## src/rtl/segment_scroller.sv

```systemverilog
// segment_scroller: scrolls a 6-character window over a short message held in
// a 16-entry buffer and drives six active-low 7-segment displays.
//
// Ports:
//   CLOCK_50        system clock
//   reset           synchronous active-high reset (clears pos, wrap, buffer, HEX)
//   tick            one-cycle step enable
//   dir             0 = scroll left (pos+1), 1 = scroll right (pos-1)
//   pause           1 = ignore tick
//   wr_en/wr_addr/wr_data  message buffer write port (5-bit character codes)
//   msg_len         active message length (0 treated as 1, >16 as 16)
//   pos             index of the character currently on HEX5
//   wrap            one-cycle pulse after a step that wrapped pos
//   HEX5..HEX0      registered active-low segments, bit0 = a .. bit6 = g
module segment_scroller #(
   parameter int MSG_DEPTH = 16
) (
   input  logic       CLOCK_50,
   input  logic       reset,
   input  logic       tick,
   input  logic       dir,
   input  logic       pause,
   input  logic       wr_en,
   input  logic [3:0] wr_addr,
   input  logic [4:0] wr_data,
   input  logic [4:0] msg_len,
   output logic [3:0] pos,
   output logic       wrap,
   output logic [6:0] HEX0,
   output logic [6:0] HEX1,
   output logic [6:0] HEX2,
   output logic [6:0] HEX3,
   output logic [6:0] HEX4,
   output logic [6:0] HEX5
);

   logic [4:0] msg_q [MSG_DEPTH];
   logic [3:0] pos_q, pos_d;
   logic       wrap_q, wrap_d;
   logic [6:0] hex_q [6];      // hex_q[k] drives HEX(5-k)
   logic [6:0] seg_d [6];
   logic [3:0] idx [6];

   logic [4:0] len_eff;
   logic [3:0] last_idx;
   logic       range_bad;
   logic       step;

   function automatic logic [6:0] seg7(input logic [4:0] code);
      case (code)
         5'h00: seg7 = 7'h40;
         5'h01: seg7 = 7'h79;
         5'h02: seg7 = 7'h24;
         5'h03: seg7 = 7'h30;
         5'h04: seg7 = 7'h19;
         5'h05: seg7 = 7'h12;
         5'h06: seg7 = 7'h02;
         5'h07: seg7 = 7'h78;
         5'h08: seg7 = 7'h00;
         5'h09: seg7 = 7'h10;
         5'h0A: seg7 = 7'h08;
         5'h0B: seg7 = 7'h03;
         5'h0C: seg7 = 7'h46;
         5'h0D: seg7 = 7'h21;
         5'h0E: seg7 = 7'h06;
         5'h0F: seg7 = 7'h0E;
         5'h11: seg7 = 7'h3F;
         default: seg7 = 7'h7F;  // 10h blank, 12h-1Fh shown as blank
      endcase
   endfunction

   always_comb begin
      if (msg_len == 5'd0)
         len_eff = 5'd1;
      else if (msg_len > 5'(MSG_DEPTH))
         len_eff = 5'(MSG_DEPTH);
      else
         len_eff = msg_len;
   end

   assign last_idx  = 4'(len_eff - 5'd1);
   // pos can be left outside the message when msg_len shrinks
   assign range_bad = ({1'b0, pos_q} >= len_eff);
   assign step      = tick & ~pause & ~range_bad;

   always_comb begin
      pos_d  = pos_q;
      wrap_d = 1'b0;
      if (range_bad) begin
         pos_d = 4'd0;               // the fix wins; any tick this edge is lost
      end else if (step) begin
         if (!dir) begin
            pos_d  = (pos_q == last_idx) ? 4'd0 : pos_q + 4'd1;
            wrap_d = (pos_q == last_idx);
         end else begin
            pos_d  = (pos_q == 4'd0) ? last_idx : pos_q - 4'd1;
            wrap_d = (pos_q == 4'd0);
         end
      end
   end

   // Window indices as a chain of modulo-L incrementers: each digit is the
   // previous one plus one, folding back to 0 past L-1, so short messages
   // repeat across the display. While pos is out of range (a single cycle
   // before the fix lands) the window is anchored at 0.
   always_comb begin
      idx[0] = range_bad ? 4'd0 : pos_q;
      for (int k = 1; k < 6; k++)
         idx[k] = (idx[k-1] == last_idx) ? 4'd0 : idx[k-1] + 4'd1;
      for (int k = 0; k < 6; k++)
         seg_d[k] = seg7(msg_q[idx[k]]);
   end

   always_ff @(posedge CLOCK_50) begin
      if (reset) begin
         pos_q  <= 4'd0;
         wrap_q <= 1'b0;
         for (int i = 0; i < MSG_DEPTH; i++)
            msg_q[i] <= 5'h10;
         for (int k = 0; k < 6; k++)
            hex_q[k] <= 7'h7F;
      end else begin
         pos_q  <= pos_d;
         wrap_q <= wrap_d;
         if (wr_en)
            msg_q[wr_addr] <= wr_data;
         for (int k = 0; k < 6; k++)
            hex_q[k] <= seg_d[k];
      end
   end

   assign pos  = pos_q;
   assign wrap = wrap_q;
   assign HEX5 = hex_q[0];
   assign HEX4 = hex_q[1];
   assign HEX3 = hex_q[2];
   assign HEX2 = hex_q[3];
   assign HEX1 = hex_q[4];
   assign HEX0 = hex_q[5];

endmodule

```

## config.mk

```make
export PLATFORM = sky130hd
export DESIGN_NAME = segment_scroller
export DESIGN_NICKNAME = d
export VERILOG_FILES = /design/src/rtl/segment_scroller.sv
export SDC_FILE = /design/constraint.sdc
export NUM_CORES = 1
export LEC_CHECK = 0
export ABC_AREA = 1
export CAP_MARGIN = 20
export CORE_UTILIZATION = 35
export CTS_BUF_LIST = sky130_fd_sc_hd__clkbuf_4
export CTS_CLUSTER_DIAMETER = 80
export DETAILED_ROUTE_END_ITERATION = 16
export HOLD_SLACK_MARGIN = 0.08
export PLACE_DENSITY = 0.51
export SLEW_MARGIN = 30
export SYNTH_ARGS = -nofsm -noshare
export SYNTH_HDL_FRONTEND = slang
export SYNTH_SLANG_ARGS = --single-unit
```

## constraint.sdc

```tcl
create_clock -name CLOCK_50 -period 15.3 [get_ports CLOCK_50]
set_input_delay 3.06 -clock CLOCK_50 [delete_from_list [all_inputs] [get_ports CLOCK_50]]
set_output_delay 3.06 -clock CLOCK_50 [all_outputs]
set_load 0.1 [all_outputs]
```

# Word-level counts from Yosys, hierarchy flattened
# Memories as Yosys holds them, arrays and structs flattened.
# Cells that the tools add are included.
[op_classes] add_sub_neg=8 n_mul=0 div=0 magnitude_cmp=2 eq_ne=6 shift=0 muxes=27 n_bitwise=11 reduce_logical=5
[ops] operator="$mux W7" count=6
[ops] operator="$mux W4" count=10
[ops] operator="$add A4 B1 Y4 const B" count=6
[ops] operator="$eq A4 B4 Y1" count=6
[ops] operator="$mux W5" count=3
[ops] operator="$mux W1" count=8
[ops] operator="$sub A4 B1 Y4 const B" count=2
[ops] operator="$or A1 B1 Y1" count=6
[ops] operator="$ge A4 B5 Y1" count=1
[ops] operator="$gt A5 B5 Y1 const B" count=1
[ops] operator="$logic_not A5 Y1" count=1
[ops] operator="$reduce_or A5 Y1" count=1
[ops] operator="$logic_not A4 Y1" count=1
[ops] operator="$not A1 Y1" count=3
[ops] operator="$reduce_or A3 Y1" count=1
[ops] operator="$and A1 B1 Y1" count=2
[ops] operator="$reduce_or A2 Y1" count=1
[totals] reg_bits=5 latchBits=0 ram_bits=122 rom_bits=1344 in_bits=20 output_inout_bits=47 word_cells=69 memories=8
[mem_list] memory="(name not given)" depth=32 word_bits=7 read_ports=1 rd_ports_with_merged_regs=0 wr=0 line="50" text="case (code)"
[mem_list] memory="(name not given)" depth=32 word_bits=7 read_ports=1 rd_ports_with_merged_regs=0 wr=0 line="50"
[mem_list] memory="(name not given)" depth=32 word_bits=7 read_ports=1 rd_ports_with_merged_regs=0 wr=0 line="50"
[mem_list] memory="(name not given)" depth=32 word_bits=7 read_ports=1 rd_ports_with_merged_regs=0 wr=0 line="50"
[mem_list] memory="(name not given)" depth=32 word_bits=7 read_ports=1 rd_ports_with_merged_regs=0 wr=0 line="50"
[mem_list] memory="(name not given)" depth=32 word_bits=7 read_ports=1 rd_ports_with_merged_regs=0 wr=0 line="50"
[mem_list] memory="+2 memories"

# Depth between registers and ports, before layout
# An unclocked memory read counts as a cell.
[logic_depth] depth_word=18 ltp_mapped=52

# Worst setup path after synthesis
# No wires, ideal clock.
[synth_timing] path_kind="in2reg" startpoint="in msg_len[3]" endpoint="mem hex_q[5][1] (netlist: hex_q[0][36])" arrival_ns=9.296 required_time_ns=15.185 path_slack_ns=5.889 cell_stages=44 n_path_buf=7 cell_sequence="nor2_1 > nand2_1 > nand2_1 > nand2_2 > inv_1 > ha_1 > nand2_1 > nor2_1 > nand2_1 > nand4_2 > inv_2 > nand2_1 > nand3_2 > nor2_1 > nor2_1 > clkbuf_1 > clkbuf_1 > clkbuf_1 > [8 not listed] > ha_1 > nand2_2 > inv_2 > ha_1 > clkbuf_1 > nand2_2 > buf_2 > a21oi_1 > o21ai_1 > nand3_1 > nand3_1 > nand2_1 > inv_2 > ha_1 > inv_1 > nor2_1 > a21oi_1 > nand2_1"
[synth_lines] element="start: declaration" line="26" text="input logic [4:0] msg_len,"
[synth_lines] element="end: declaration" line="40" text="logic [6:0] hex_q [6];"

==> results by stage <==
Critical path:
- The worst setup path is captured at a flop.
- The slowest cell on the critical path is sky130_fd_sc_hd__nor2_1.
- Data on the critical path is required at its endpoint by 15.78 ns.
- The library cell appearing most often on the critical path is sky130_fd_sc_hd__nand2_1.
- The classification of the worst setup path is in2reg.
- The critical path arrival is 12.71 ns.
- The worst setup path is launched from an input pin.
- In this run the worst path has a maximum fanout of 86.
- On the worst path, the slowest cell contributes a delay of 0.75 ns.

Place:
- OpenSTA, run right after detailed placement, puts the worst setup slack at 2.71 ns.
- In this run the tool buffered the top-level ports with 66 buffer cells.
- The weighted congestion at the end of routability-driven global placement is 0.971.
- After legalization and detailed placement, the total HPWL measured 33200 um.

Clock tree:
- The cell sitting at the root of the clock tree is a sky130_fd_sc_hd__clkbuf_4.
- Gates resized during post-CTS repair numbered 0.
- The CTS tree is yes.
- Hold repair after CTS inserted 0 buffers.
- The level count of the clock H-tree is 4.
- Post-CTS timing repair inserted 0 buffers for setup.
- The clock transition at the registers of the reported paths is 0.13 ns.
- The clock network latency to the later pin of the worst-skew pair is 0.58 ns.
- The count of clock tree sinks is 127.
- Clock tree synthesis inserted a total of 17 buffers.
- No sink is reached through more buffers than the 2 on the longest clock path.

Timing:
- The number of setup violations in the final report is 0.
- The post-layout worst setup margin is 3.07 ns.
- At the pin with the least slew margin, the transition time is 0.984 ns.
- The max-slew violation count was 0.
- The worst relative slew slack is 34.2%.
- The final period demand of the worst path is 12.23 ns.
- Derived from the worst setup path, the maximum achievable clock frequency is 81.8 MHz.
- The final sum of negative setup slack is 0 ns.
- The clock arrives with 0.0318 ns of skew.
- Setup repair after global routing left no endpoint under its margin.
- The final cycle utilization of the critical path is 80.0%.
- The count of endpoints failing hold in the final timing report was 0.

Final layout:
- The area growth from synthesis to layout is 10.0%.
- In the layout the commonest cells are 364 x sky130_fd_sc_hd__nand2_1, 191 x sky130_fd_sc_hd__nand3_1, 169 x sky130_fd_sc_hd__inv_1, 161 x sky130_fd_sc_hd__o21ai_0, 138 x sky130_fd_sc_hd__nor2_1.
- Measured on the finished design, the core utilization comes to 39.1%.
- The library cell used most frequently in the layout, excluding fill and tap cells, is sky130_fd_sc_hd__nand2_1.
- The filler cells instantiated in the layout total 3354.
- The share of cells above drive strength 1 is 6.52%.
- The final layout contains 1724 nets.

Pwr:
- For this design the ratio of total power to cell area is 211 mW/mm2.
- The design draws 2.60 mW.
- The analysis attributes to cell leakage a power of 5.31 nW.
- VDD sags by at most 0.0839 mV.

Logic synthesis:
- The total of flip-flops plus latches after synthesis is 127.
- The share of synthesized registers carrying an async set or reset is 0%.
- Dividing the synthesized area by the synthesized cell count gives 6.77 um2.
- The top cell type by area accounts for 21.4% of the synthesized area.
- The net count after synthesis is 1722.
- The register area share after synthesis is 29.8%.
- After synthesis, the cell types taking the most area are sky130_fd_sc_hd__edfxtp_1 21%, sky130_fd_sc_hd__nand2_1 12%, sky130_fd_sc_hd__nand3_1 8.6%, sky130_fd_sc_hd__dfxtp_1 8.4%, sky130_fd_sc_hd__o21ai_0 7.2%.
- The synthesized netlist contains 51 unique library cells.
- The cell area that synthesis handed to floorplanning was 0.0112 mm2.
- The number of enable-type register cells in the synthesized netlist is 80.
- The largest area contributor in the netlist is sky130_fd_sc_hd__edfxtp_1.
- Synthesis produced 1656 cells.
- In the synthesized netlist the dominant register cell turns out to be sky130_fd_sc_hd__edfxtp_1.
- During synthesis, Yosys emitted a total of 0 warnings.

Flow run:
- Across the run, the number of max-cap violations was 0.

Drt:
- Summing over every cut layer, the via total after detailed routing is 12100.
- In the routed design, unresolved DRC markers number 2.
- The first-pass iteration count of the detailed router is 13.
- The detailed-route wire length is 44500 um.
- After detailed routing, the number of vias per cell comes to 5.83.
- The final antenna-violating net count is 0.
- The post-detailed-route wirelength per cell is 21.4 um.
- The first-iteration detailed-routing DRC count is 1635.

Floorplan:
- The die area is 0.0328 mm2.
- The die boundary height is 181 um.
- For this configuration, the core starts out at a cell density of 35.5%.
- The floorplan has 65 rows.
- The core outline area is 0.0316 mm2.
- From left edge to right edge, the die measures 181 um.
- In this run the count of I/O pins placed on the die edge is 67.

Global route:
- Global routing finished with a remaining overflow of 0.
- The number of antenna violations at the first check in global routing is 1.
- For met3 alone, demand over resource in global routing was 5.50%.
- Entering global routing, the biggest net connects 87 pins.
- met2 is the most crowded layer.
- The number of global-route vias before repair is 11100.
- The first-pass GRT wire length is 67900 um.
- The overall routing resource usage is 27.2%.
- Global routing used 37.9% of the available met1 tracks.
- Global routing consumed, on the met2 layer, 41.4% of the routing resources.

Run status:
- The flow ran to the end, but the final reports show violations.
- The checks that failed: design-rule violations.

Worst hold path:
- The tightest min-delay check is of the reg2reg type.
==> kinds of logic (layout without fill, tap and decap cells) <==
| logic type | Yosys count | after routing | synth area share [%] |
|---|---|---|---|
| adders and majority gates | 46 | 46 | 5.13 |
| other | 0 | 1 | 0 |
| buffers and inverters | 288 | 303 | 10.3 |
| DFF | 127 | 127 | 29.8 |
| AOI/OAI and AO/OA | 433 | 433 | 24.7 |
| xor gates and xnor gates | 9 | 9 | 0.837 |
| and+or+nand+nor | 753 | 753 | 29.3 |
==> state kept, by name, indices dropped and copies added, names as in the netlist <==
| register | cells |
|---|---|
| wrap | 1 |
| hex_q | 42 |
| msg_q | 80 |
| pos | 4 |
==> worst max-delay path: cells and delay by family <==
| kind | cells | cell delay (ns) |
|---|---|---|
| AOI/OAI and AO/OA | 3 | 0.33 |
| and+or+nand+nor | 21 | 3.38 |
| xor gates and xnor gates | 1 | 0.17 |
| adders and majority gates | 5 | 2.01 |
| buffers and inverters | 12 | 3.61 |
==> layout make-up <==
cell class | count | area (um2) | area share, %
Antenna cell | 1 | 2.50 | 0.0203
Clock buffer | 18 | 135 | 1.10
Clock inverter | 14 | 155 | 1.26
Inverter | 195 | 732 | 5.93
Multi-Input combinational cell | 1241 | 6730 | 54.5
Sequential cell | 127 | 3340 | 27.1
Tap cell | 402 | 503 | 4.08
Timing Repair Buffer | 76 | 736 | 5.97
==> stage by stage <==
stage	instances	cell area (um2)	hold slack (ns)
after CTS	2073	12300	0.694
after detailed placement	2041	12000	0.672
after global routing	2074	12300	0.766
after global placement	2041	12000	0.669
final	2074	12300	0.686
after floorplan	1656	11200	0.837
==> worst paths after layout <==
path	from	end	slack, ns	cells past startpoint
hold reg to reg	pos[0]	pos[0]	0.69	3
setup / recovery	msg_len[2]	hex_q[0][36]	3.07	42
setup reg to reg	pos[3]	hex_q[0][36]	5.99	38
hold / removal	pos[0]	pos[0]	0.69	3
==> where the power goes <==
part,internal (mW),switching (mW)
Combinational,0.529,1.37
Clock,0.101,0.146
Sequential,0.419,0.0422
Total,1.05,1.55
==> cells in the mapped netlist (5+ instances only) <==
cell                        instances
sky130_fd_sc_hd__nand2_1          364
sky130_fd_sc_hd__nand3_1          192
sky130_fd_sc_hd__inv_1            170
sky130_fd_sc_hd__o21ai_0          161
sky130_fd_sc_hd__nor2_1           139
sky130_fd_sc_hd__o211ai_1          88
sky130_fd_sc_hd__edfxtp_1          80
sky130_fd_sc_hd__a21oi_1           72
sky130_fd_sc_hd__clkbuf_1          57
sky130_fd_sc_hd__dfxtp_1           47
sky130_fd_sc_hd__ha_1              46
sky130_fd_sc_hd__o221ai_1          25
sky130_fd_sc_hd__inv_2             23
sky130_fd_sc_hd__a221oi_1          22
sky130_fd_sc_hd__o311ai_0          20
sky130_fd_sc_hd__buf_2             15
sky130_fd_sc_hd__nor3_1            15
sky130_fd_sc_hd__nand2_2           12
sky130_fd_sc_hd__buf_1             10
sky130_fd_sc_hd__o21ai_1           10
sky130_fd_sc_hd__nand2_4            9
sky130_fd_sc_hd__o2111ai_1          8
sky130_fd_sc_hd__buf_4              7
sky130_fd_sc_hd__and2_1             5
==> routing by layer <==
| layer | vias up | wire length [um] |
|---|---|---|
| met5 | - | 0 |
| met4 | 0 | 1440 |
| met3 | 85 | 4280 |
| met2 | 629 | 19200 |
| met1 | 5626 | 19500 |
| li1 | 5750 | - |
(Power assumes the default switching activity.)
==> RTL change, RTL diff (config.mk and constraints unchanged) <==
Change the parameter `MSG_DEPTH` from 16 to 32.
--- a/src/rtl/segment_scroller.sv
+++ b/src/rtl/segment_scroller.sv
@@ -13,7 +13,7 @@
 //   wrap            one-cycle pulse after a step that wrapped pos
 //   HEX5..HEX0      registered active-low segments, bit0 = a .. bit6 = g
 module segment_scroller #(
-   parameter int MSG_DEPTH = 16
+   parameter int MSG_DEPTH = 32
 ) (
    input  logic       CLOCK_50,
    input  logic       reset,
Function: changed (a bounded check fails within 4 cycles, from zero or initial values).
==> RTL change against the original RTL <==
- power is 13% lower
- critical path type unchanged
- clock skew is 0.0012 ns higher
- area after synthesis is 0.86% lower
- sequential cell count stayed put
- final area is 0.61% lower
- first-iteration DRC count is 0.24% lower
- largest cell class unchanged
- die area is 0.85% lower
- routed wire length is 2.6% higher
- worst setup slack worse by 0.53 ns
==> RTL change: results (changes against the original RTL) <==
[outcome]
result_of_the_run = finished clean

[placed_design]
placement.io_buffers = 66  ; unchanged
gpl.final_weighted_congestion = 1.01  ; +3.5%
place.detailed.hpwl_um = 33800  ; +2.0%

[detailed_routing]
dr_wl_met2_um = 19200  ; about the same
overall_via_count_from_detail_route = 11958  ; -1.1%
wirelength_met1_um = 20100  ; +2.9%
drt-initial-drc-count = 1631  ; -0.24%
route.final.wire_length_um = 45600  ; +2.6%
detailedRoute.firstPassIterationCount = 6  ; -7
dr_wl_met3_um = 4240  ; -1.1%

[global_route]
groute.layer.met3.usage_pct = 5.96  ; +0.46 points
first_global_vias = 11016  ; -0.77%
globalRouteTotalUtil_pct = 28.2  ; +0.92 points
grt_max_degree = 76  ; -13%
gr_layer_usage_met2_pct = 42.2  ; +0.77 points
number_of_antenna_violations_at_the_first_check_in_global_routing = 1  ; unchanged
groute.layer.met1.usage_pct = 38.4  ; +0.44 points
first_pass_grt_wire_length_um = 68800  ; +1.5%

[worst_hold_path]
hold_path.class = flip-flop to flip-flop
min_delay_worst_endpoint = pos[0]$_SDFFE_PP0P_
whs_path_depth = 2  ; -1

[final_layout]
fillCellCount = 3345  ; -0.27%
final_net_count = 1692  ; -1.9%
drive_gt1_share_pct = 6.47  ; -0.056 points

[worst_setup_path]
critPathSlowestCell = sky130_fd_sc_hd__nand2_2
worst_reg2reg_path_depth = 40  ; +5.3%
regToRegSetupSlack_ns = 5.74  ; -0.25 ns
worst_path_largest_cell_delay_ns = 0.60  ; -0.15 ns
crit_fanout = 64  ; -26%
worst_setup_path_endpoint = hex_q[5][3]$_SDFF_PP1_
worstSetupStartpoint = msg_len[0]
crit-reg2reg-launch = pos[2]$_SDFFE_PP0P_
worst-endpoint-arrival_ns = 13.31  ; +0.60 ns

[pwr]
power.static_leakage_nw = 5.19  ; -2.3%
power.ir.vdd_worst_v = 0.0000800  ; -4.6%

[synthesis]
synth_flop_cell = sky130_fd_sc_hd__edfxtp_1
synth_edf_count = 80  ; unchanged
synthTopCellsByCount = sky130_fd_sc_hd__nand2_1 (363), sky130_fd_sc_hd__nand3_1 (172), sky130_fd_sc_hd__o21ai_0 (167)
synthTopCellsByArea = sky130_fd_sc_hd__edfxtp_1 (22%), sky130_fd_sc_hd__nand2_1 (12%), sky130_fd_sc_hd__dfxtp_1 (8.5%), sky130_fd_sc_hd__nand3_1 (7.7%), sky130_fd_sc_hd__o21ai_0 (7.5%)
yosys.cell_types.count = 52  ; +2.0%
yosysSeqAreaShare_pct = 30.1  ; +0.26 points

[clock_network]
clock_tree.root_cell = sky130_fd_sc_hd__clkbuf_4
numCtsBuffers = 17  ; unchanged
clkLatencyLatePin_ns = 0.61  ; +0.03 ns
clock_path_buffers = 2  ; unchanged
cts_max_level = 4  ; unchanged
path_clk_slew_ns = 0.13  ; about the same

[sta]
timing.clock.skew_ns = 0.0330  ; +0.00120 ns
timing_worst_slew_pin_value_ns = 0.987  ; +0.00237 ns

RTL change: stage by stage:
step | worst slack, ns | hold WS [ns] | area, um^2 | util (%) | instances
after floorplan | 5.70 | 0.793 | 11100 | - | 1629
after global placement | 2.35 | 0.566 | 11900 | 38.6 | 2002
after detailed placement | 2.18 | 0.565 | 11900 | 38.6 | 2003
after CTS | 2.79 | 0.582 | 12300 | 39.6 | 2035
after global routing | 1.68 | 0.615 | 12300 | 39.7 | 2036
final | 2.54 | 0.576 | 12300 | 39.7 | 2036
RTL change: report_power, final:
part	internal [mW]	leakage, nW	switching [mW]	total [mW]
Combinational	0.420	3.86	1.10	1.52
Sequential	0.415	1.16	0.0444	0.459
Clock	0.131	0.172	0.141	0.272
Total	0.967	5.19	1.29	2.25
RTL change: cell type report:
class | count | area (um^2) | area share (%)
diodes | 1 | 2.50 | 0.0204
clock buffers | 18 | 135 | 1.10
clock inverters | 14 | 189 | 1.54
inverters | 181 | 679 | 5.54
multi-input cells | 1224 | 6690 | 54.5
flip-flops and latches | 127 | 3340 | 27.3
well taps | 396 | 495 | 4.04
repair buffers | 75 | 728 | 5.94
RTL change: cell families after synthesis:
family | Yosys count | synth area share (%)
adders and majority gates | 46 | 5.18
and+or+nand+nor | 729 | 28.9
DFF | 127 | 30.1
buffers and inverters | 278 | 9.97
xor gates and xnor gates | 6 | 0.608
AOI/OAI and AO/OA | 439 | 25.2
other | 1 | 0.0337
RTL change: critical path: cells and delay by family:
kind	cells	cell delay, ns
and+or+nand+nor	31	5.27
adders and majority gates	4	1.44
AOI/OAI and AO/OA	1	0.11
buffers and inverters	9	3.03
xor gates and xnor gates	1	0.27
